File: config.mk
export PLATFORM = sky130hd
export DESIGN_NAME = bus_arbiter
export DESIGN_NICKNAME = d
export VERILOG_FILES = /design/src/rtl/bus_arbiter_pkg.sv /design/src/rtl/bus_arbiter_rr_pick.sv /design/src/rtl/bus_arbiter.sv
export SDC_FILE = /design/constraint.sdc
export NUM_CORES = 1
export LEC_CHECK = 0
export ABC_CLOCK_PERIOD_IN_PS = 2400
export CAP_MARGIN = 40
export CORE_UTILIZATION = 48
export DETAILED_ROUTE_END_ITERATION = 8
export GPL_ROUTABILITY_DRIVEN = 0
export GPL_TIMING_DRIVEN = 1
export PLACE_DENSITY = 0.84
export SLEW_MARGIN = 0
export SYNTH_ARGS = -nofsm -noshare
export SYNTH_HDL_FRONTEND = slang
export SYNTH_SLANG_ARGS = --single-unit
File: constraint.sdc
create_clock -name clk -period 2.4 [get_ports clk]
set_input_delay 0.72 -clock clk [delete_from_list [all_inputs] [get_ports clk]]
set_output_delay 0.72 -clock clk [all_outputs]
set_load 0.01 [all_outputs]
File: src/rtl/bus_arbiter_pkg.sv
// Shared definitions for the bus arbiter: FSM state encodings and default sizing.
package bus_arbiter_pkg;

  typedef enum logic [1:0] {
    ST_IDLE  = 2'd0,
    ST_GRANT = 2'd1,
    ST_TURN  = 2'd2
  } state_t;

  localparam int DEF_NUM_REQ  = 4;
  localparam int DEF_HOLD_MAX = 8;

endpackage

File: src/rtl/bus_arbiter_rr_pick.sv
// Combinational round-robin picker: first set req bit searching upward from
// last_owner+1, wrapping modulo NUM_REQ.
module rr_pick
  import bus_arbiter_pkg::*;
#(
  parameter int NUM_REQ = DEF_NUM_REQ,
  parameter int IDX_W   = $clog2(NUM_REQ)
) (
  input  logic [NUM_REQ-1:0] req,
  input  logic [IDX_W-1:0]   last_owner,
  output logic [IDX_W-1:0]   next_idx,
  output logic               found
);

  localparam int SUM_W = IDX_W + 1;

  logic [IDX_W-1:0]   cand [NUM_REQ];
  logic [NUM_REQ-1:0] hit;

  // cand[gi] is the requester gi+1 steps after last_owner; one conditional
  // subtract suffices because the sum never reaches 2*NUM_REQ.
  generate
    for (genvar gi = 0; gi < NUM_REQ; gi++) begin : g_cand
      logic [SUM_W-1:0] sum;
      assign sum       = {1'b0, last_owner} + SUM_W'(gi + 1);
      assign cand[gi]  = (sum >= SUM_W'(NUM_REQ)) ? IDX_W'(sum - SUM_W'(NUM_REQ))
                                                  : sum[IDX_W-1:0];
      assign hit[gi]   = req[cand[gi]];
    end
  endgenerate

  always_comb begin
    found    = |hit;
    next_idx = '0;
    for (int i = NUM_REQ - 1; i >= 0; i--) begin
      if (hit[i]) next_idx = cand[i];
    end
  end

endmodule

File: src/rtl/bus_arbiter.sv
// Round-robin tri-state bus arbiter with per-grant hold limit.
// Define BUS_ARBITER_TURNAROUND_EN to insert a one-cycle bus float between owners.
module bus_arbiter
  import bus_arbiter_pkg::*;
#(
  parameter int NUM_REQ  = DEF_NUM_REQ,
  parameter int HOLD_MAX = DEF_HOLD_MAX,
  parameter int IDX_W    = $clog2(NUM_REQ)
) (
  input  logic               clk,
  input  logic               rst_n,
  input  logic [NUM_REQ-1:0] req,
  output logic [NUM_REQ-1:0] gnt,
  output logic [NUM_REQ-1:0] buf_en,
  output logic [IDX_W-1:0]   owner,
  output logic               busy
);

  localparam int CNT_W = $clog2(HOLD_MAX + 1);
  localparam logic [CNT_W-1:0] HOLD_LAST = CNT_W'(HOLD_MAX - 1);

  state_t             state_reg, state_next;
  logic [CNT_W-1:0]   hold_cnt_reg, hold_cnt_next;
  logic [IDX_W-1:0]   owner_reg, owner_next;
  logic [IDX_W-1:0]   last_owner_reg, last_owner_next;
  logic [NUM_REQ-1:0] gnt_reg, gnt_next;
  logic [NUM_REQ-1:0] buf_en_reg;
  logic               busy_reg;

  logic [IDX_W-1:0]   pick_base;
  logic [IDX_W-1:0]   pick_idx;
  logic               pick_found;
  logic [NUM_REQ-1:0] pick_onehot;
  logic               owner_req;
  logic               others_waiting;

  // While granting, the search starts after the current owner so a direct
  // handoff never re-picks it ahead of waiting requesters.
  assign pick_base = (state_reg == ST_GRANT) ? owner_reg : last_owner_reg;

  rr_pick #(
    .NUM_REQ(NUM_REQ),
    .IDX_W  (IDX_W)
  ) u_pick (
    .req       (req),
    .last_owner(pick_base),
    .next_idx  (pick_idx),
    .found     (pick_found)
  );

  generate
    for (genvar gi = 0; gi < NUM_REQ; gi++) begin : g_onehot
      assign pick_onehot[gi] = (pick_idx == IDX_W'(gi));
    end
  endgenerate

  assign owner_req      = |(req & gnt_reg);
  assign others_waiting = |(req & ~gnt_reg);

  always_comb begin
    state_next      = state_reg;
    hold_cnt_next   = hold_cnt_reg;
    owner_next      = owner_reg;
    last_owner_next = last_owner_reg;
    gnt_next        = gnt_reg;
    case (state_reg)
      ST_GRANT: begin
        if (owner_req && (hold_cnt_reg != HOLD_LAST || !others_waiting)) begin
          if (hold_cnt_reg != HOLD_LAST) hold_cnt_next = hold_cnt_reg + CNT_W'(1);
        end else begin
          last_owner_next = owner_reg;
          hold_cnt_next   = '0;
          gnt_next        = '0;
`ifdef BUS_ARBITER_TURNAROUND_EN
          state_next      = ST_TURN;
`else
          if (pick_found) begin
            state_next = ST_GRANT;
            owner_next = pick_idx;
            gnt_next   = pick_onehot;
          end else begin
            state_next = ST_IDLE;
          end
`endif
        end
      end
      default: begin
        hold_cnt_next = '0;
        if (pick_found) begin
          state_next = ST_GRANT;
          owner_next = pick_idx;
          gnt_next   = pick_onehot;
        end else begin
          state_next = ST_IDLE;
          gnt_next   = '0;
        end
      end
    endcase
  end

  always_ff @(posedge clk) begin
    if (!rst_n) begin
      state_reg      <= ST_IDLE;
      hold_cnt_reg   <= '0;
      owner_reg      <= '0;
      last_owner_reg <= IDX_W'(NUM_REQ - 1);
      gnt_reg        <= '0;
      buf_en_reg     <= '0;
      busy_reg       <= 1'b0;
    end else begin
      state_reg      <= state_next;
      hold_cnt_reg   <= hold_cnt_next;
      owner_reg      <= owner_next;
      last_owner_reg <= last_owner_next;
      gnt_reg        <= gnt_next;
      buf_en_reg     <= gnt_next;
      busy_reg       <= |gnt_next;
    end
  end

  assign gnt    = gnt_reg;
  assign buf_en = buf_en_reg;
  assign owner  = owner_reg;
  assign busy   = busy_reg;

endmodule
* Yosys cells after proc, flatten, opt, wreduce, memory -nomap -nowiden
Cells that the tools add are included.
** Word-level totals
- Bits of input ports :: 6
- Output and inout port bits :: 11
- Flip-flop bits (word level) :: 15
** Operators by class
- Equality and inequality tests :: 6
- $add $sub $neg :: 9
- Reduce and logical (&&, ||, !) cells :: 10
- Mux-type cells :: 26
- $lt $le $gt $ge :: 8
- Bitwise gates (word level) :: 4
** Operators by type and width (number)
- 2-bit two-way mux :: 14
- 4-bit OR reduction :: 4
- 3-bit >= comparator, second input constant :: 4
- 2-bit by 3-bit less-than comparator with 1-bit output, second input constant :: 4
- 4-bit two-way mux :: 3
- 4-bit AND :: 2
- 1-bit binary-select mux with 2-bit select :: 4
- 2-bit by 1-bit subtractor with 2-bit output, second input constant :: 4
- 2-bit by 2-bit adder with 3-bit output, second input constant :: 2
- 1-bit two-way mux :: 5
- 4-bit by 1-bit adder with 4-bit output, second input constant :: 1
- 2-bit by 1-bit == test with 1-bit output, second input constant :: 2
- 2-bit == test, second input constant :: 2
- 4-bit by 3-bit != test with 1-bit output, second input constant :: 1
- 4-bit NOT :: 1
- 2-bit by 1-bit adder with 3-bit output, second input constant :: 1
- 2-bit by 3-bit adder with 3-bit output, second input constant :: 1
- 3-bit AND reduction :: 1
- 2-bit logical NOT :: 1
- 2-bit != test, second input constant :: 1
- 2-bit AND reduction :: 1
- 1-bit logical AND :: 1
- 1-bit logical NOT :: 1
- 1-bit logical OR :: 1
- 1-bit NOT :: 1

* Longest topological paths before layout
- Depth in word-level cells :: 16
- Gate-level depth with buffers :: 7
- Depth with buffers taken out :: 6

* By module
From an unflattened synthesis, not the netlist that was laid out.
** Second synthesis, totals
- Cell total of the unflattened synthesis :: 97
- Area total of the unflattened synthesis :: 840.8 um2
** Modules (own cells, without submodules)
- bus_arbiter :: area each 749.5 um2, times used 1, cells each 83
- rr_pick :: area each 91.3 um2, times used 1, cells each 14

* Worst setup path after synthesis
No wires, ideal clock.
- Path kind :: input to register
- From :: in req[1]
- To :: reg buf_en_reg[1] (netlist: buf_en[1])
- Arrival :: 1817 ps
- Buffers on the path :: 0
- Setup time :: 74 ps
- Slack :: 509 ps
- Stages :: 4
- Cell sequence :: nor4bb_1 a2111oi_4 or3b_2 o21ai_0
** Between the ends
- Word-level cells in the longest chain between the ends :: 10
- Elaborated cells on any way between the ends :: 24
** Ends and longest elaborated chain
- from (decl) :: RTL line bus_arbiter.sv:12 : input logic [NUM_REQ-1:0] req,
- 1-bit binary-select mux with 2-bit select :: RTL line bus_arbiter_rr_pick.sv:28 : assign hit[gi] = req[cand[gi]];
- 1-bit two-way mux (implied by the code) :: RTL line bus_arbiter_rr_pick.sv:28
- 2-bit two-way mux (4 in series) :: RTL line bus_arbiter_rr_pick.sv:36 : if (hit[i]) next_idx = cand[i];
- 2-bit by 1-bit == test with 1-bit output :: RTL line bus_arbiter.sv:53 : assign pick_onehot[gi] = (pick_idx == IDX_W'(gi));
- 4-bit two-way mux :: RTL line bus_arbiter.sv:77, bus_arbiter.sv:89
- 4-bit two-way mux :: RTL line bus_arbiter.sv:68 : if (owner_req && (hold_cnt_reg != HOLD_LAST || !others_waiting)) begin
- 4-bit two-way mux (*) :: RTL line bus_arbiter.sv:66 : case (state_reg)
- to (signal assigned) :: RTL line bus_arbiter.sv:116 : buf_en_reg <= gnt_next;
- to (decl) :: RTL line bus_arbiter.sv:27 : logic [NUM_REQ-1:0] buf_en_reg;
Mark *: on every way between the ends. The rest lies on a longest branch, timed or not. The select of a mux whose other input is x is not followed.
A chain may end at the register's enable or synchronous reset.

* Worst setup path after layout
- From :: in req[3]
- To :: reg buf_en_reg[1] (netlist: buf_en[1])
The elaborated chain is that of the path after synthesis.

==> impl_metrics.toml <==
[logic_synthesis]
synth.net_count = 91
syn_area_um2 = 767
synthCells = 84
ys_warn_count = 0
synth-seq-area-share_pct = 36.5
synth_top_area_share_pct = 36.5
ys_seq_elements = 14
synth.distinct_cells = 32
syn-mean-instance-area_um2 = 9.13
yosysTopAreaCell = "dfxtp_1"
synthTopCellsByArea = "dfxtp_1 37%, mux2i_1 5.2%, nand2b_1 4.9%, buf_4 3.9%, a2111oi_4 3.6%"

[worst_setup_path]
path_class = "primary input to flip-flop"
cp_max_fo = 3
worstSetupEndpointType = "flip-flop"
cp.required_ns = 2.61
cp-start-kind = "primary input"
crit_arrival_ns = 2.51

[global_route]
antenna_found_initial = 0
met2_usage_pct = 31.3
grt_pass1_vias = 609
grt_use_met1_pct = 24.9
grt_max_degree = 11
track_usage_pct = 19.4
grt_pass1_wl_um = 2620
top_usage_layer = "met2"
grt_use_met3_pct = 2.16
grt_overflow = 0

[clock_network]
h-tree-depth = 1
cts_tree = "yes"
cts_root_buf = "clkbuf_4"
cts.sinks = 14
numCtsBuffers = 3
clkLatencyLatePin_ns = 0.28
path_clk_slew_ns = 0.08
ctsHoldBuffers = 0
clock_path_buffers = 2

[pwr]
leakage_uw = 0.000428
swShare_pct = 28.7
p_int_uw = 480
p_clk_share_pct = 24.7
power_frac_comb_pct = 33.2
p_seq_share_pct = 42.0
max-vdd-ir-drop_mv = 0.508
power_density_mw_per_mm2 = 641
power_switching_uw = 193

[timing]
grt_setup_unrepaired = "no"
final-setup-viol-count = 0
tns_ns = 0
timing.fmax_mhz = 434
hold_viol = 0
drv_slew = 0
period_share_pct = 96.0
layout_setup_ws_ns = 0.0957
min_period_ns = 2.30
skew_ns = 0.00296
worstMarginPinSlew_ns = 0.456
relSlewSlack_pct = 69.2

[cells_and_area]
final_cells = 126
nets = 118
final_cell_mix = "15 x clkdlybuf4s50_1, 14 x dfxtp_1, 12 x buf_4, 6 x nand2b_1, 6 x nand2_1"
n_antenna_cell = 0
synthToLayoutAreaGrowth_pct = 36.9
fillers = 112
drive_gt1_share_pct = 20.0
final_common_cell = "clkdlybuf4s50_1"
fin_area_mm2 = 0.00105

[placed_design]
post-place-ws_ns = -0.227
dp.cells = 119
placed_area_um2 = 977
port_buffers = 16
post-dp-hpwl_um = 1210

[routing]
first_pass_iters = 4
wl_per_cell_um = 13.0
wirelength_um = 1630
final_antenna_net_count = 0
drt_iter0_markers = 12
via_per_inst = 5.68
vias = 716
drc = 0

[floorplan]
start_util_pct = 50.9
fp.dieH_um = 42.0
core_mm2 = 0.00151
num_io_pins = 17
row_count = 14
die-area_mm2 = 0.00176
dieWidth_um = 42.0

[outcome]
status = "finished clean"

[worst_hold_path]
min_path_type = "flip-flop to flip-flop"

[job]
drv_cap = 0
## power by group through the flow
stage	clock [uW]	sequential, uW	combinational [uW]
final	167	283	224
after global routing	179	286	241
after CTS	168	281	202
after detailed placement	0	287	201
after global placement	0	285	197
after floorplan	0	288	115
## per-layer routing
layer	vias up	routed length, um
met1	339	737
met2	18	794
met3	4	65
met5	-	0
li1	355	-
met4	0	36
## area by class of cell
class,instances,area (um2),area share [%]
Clock buffer,4,36.3,3.46
Inverter,2,7.51,0.715
Sequential cell,14,280,26.7
Timing Repair Buffer,28,253,24.1
Multi-Input combinational cell,62,453,43.1
Tap cell,16,20.0,1.91
## path summary, 6_finish.rpt
check / slack (ns) / to / from / cells past startpoint
setup / recovery: 0.1 / buf_en[1]$_SDFF_PN0_ / req[3] / 7
hold reg to reg: 0.51 / buf_en[2]$_SDFF_PN0_ / buf_en[2]$_SDFF_PN0_ / 2
setup reg to reg: 0.37 / buf_en[1]$_SDFF_PN0_ / state_reg[0]$_SDFFE_PN0N_ / 6
hold / removal: 0.51 / buf_en[2]$_SDFF_PN0_ / buf_en[2]$_SDFF_PN0_ / 2
## worst max-delay path, cell delays in order
cell	delay (ns)
clkdlybuf4s50_1	0.50
nor2b_1	0.18
a21oi_1	0.06
o211ai_1	0.31
buf_4	0.18
or3b_2	0.43
o21ai_0	0.14
## repair_timing
action                                  4_1_cts  5_1_grt
setup buffers                                 0        3
endpoints found under the setup margin        0        5
gates resized for setup                       0        3
## stage by stage
step	hold slack, ns	power (uW)	util [%]
after floorplan	0.468	403	-
after global placement	0.487	482	64.9
after detailed placement	0.503	488	64.9
after CTS	0.515	651	67.3
after global routing	0.545	706	69.7
final	0.512	673	69.7
## Yosys cell counts
| cell type | count |
|---|---|
| o41ai_1 | 1 |
| ha_1 | 1 |
| o211ai_1 | 1 |
| inv_1 | 2 |
| a41oi_1 | 1 |
| o21ai_0 | 5 |
| clkbuf_1 | 2 |
| a21boi_1 | 1 |
| xnor2_1 | 1 |
| a22o_1 | 1 |
| nor4b_1 | 1 |
| nand3b_1 | 2 |
| mux2i_1 | 4 |
| a21oi_1 | 2 |
| nand2_1 | 6 |
| nand3_1 | 5 |
| nand2b_1 | 6 |
| nor3_1 | 1 |
| nor4_1 | 1 |
| a21boi_0 | 3 |
| dfxtp_1 | 14 |
| nor3b_1 | 2 |
| mux2_4 | 1 |
| buf_4 | 4 |
| nor4bb_1 | 1 |
| a2111oi_4 | 1 |
| or3b_2 | 1 |
| nor2b_1 | 4 |
| or3b_1 | 1 |
| o21a_4 | 1 |
| a221oi_1 | 2 |
| nor2_1 | 5 |
## kinds of logic (layout without fill, tap and decap cells)
| kind of cell | after synthesis | in the layout | share of synthesized area (%) |
|---|---|---|---|
| AND/OR/NAND/NOR | 36 | 36 | 26.9 |
| AO/OA/AOI/OAI | 19 | 19 | 20.7 |
| flip-flops | 14 | 14 | 36.5 |
| buffers and inverters | 8 | 34 | 5.87 |
| multiplexers | 5 | 5 | 7.18 |
| adder cells (fa/ha/maj) | 1 | 1 | 1.63 |
| XOR/XNOR | 1 | 1 | 1.14 |
(Power assumes the default switching activity.)
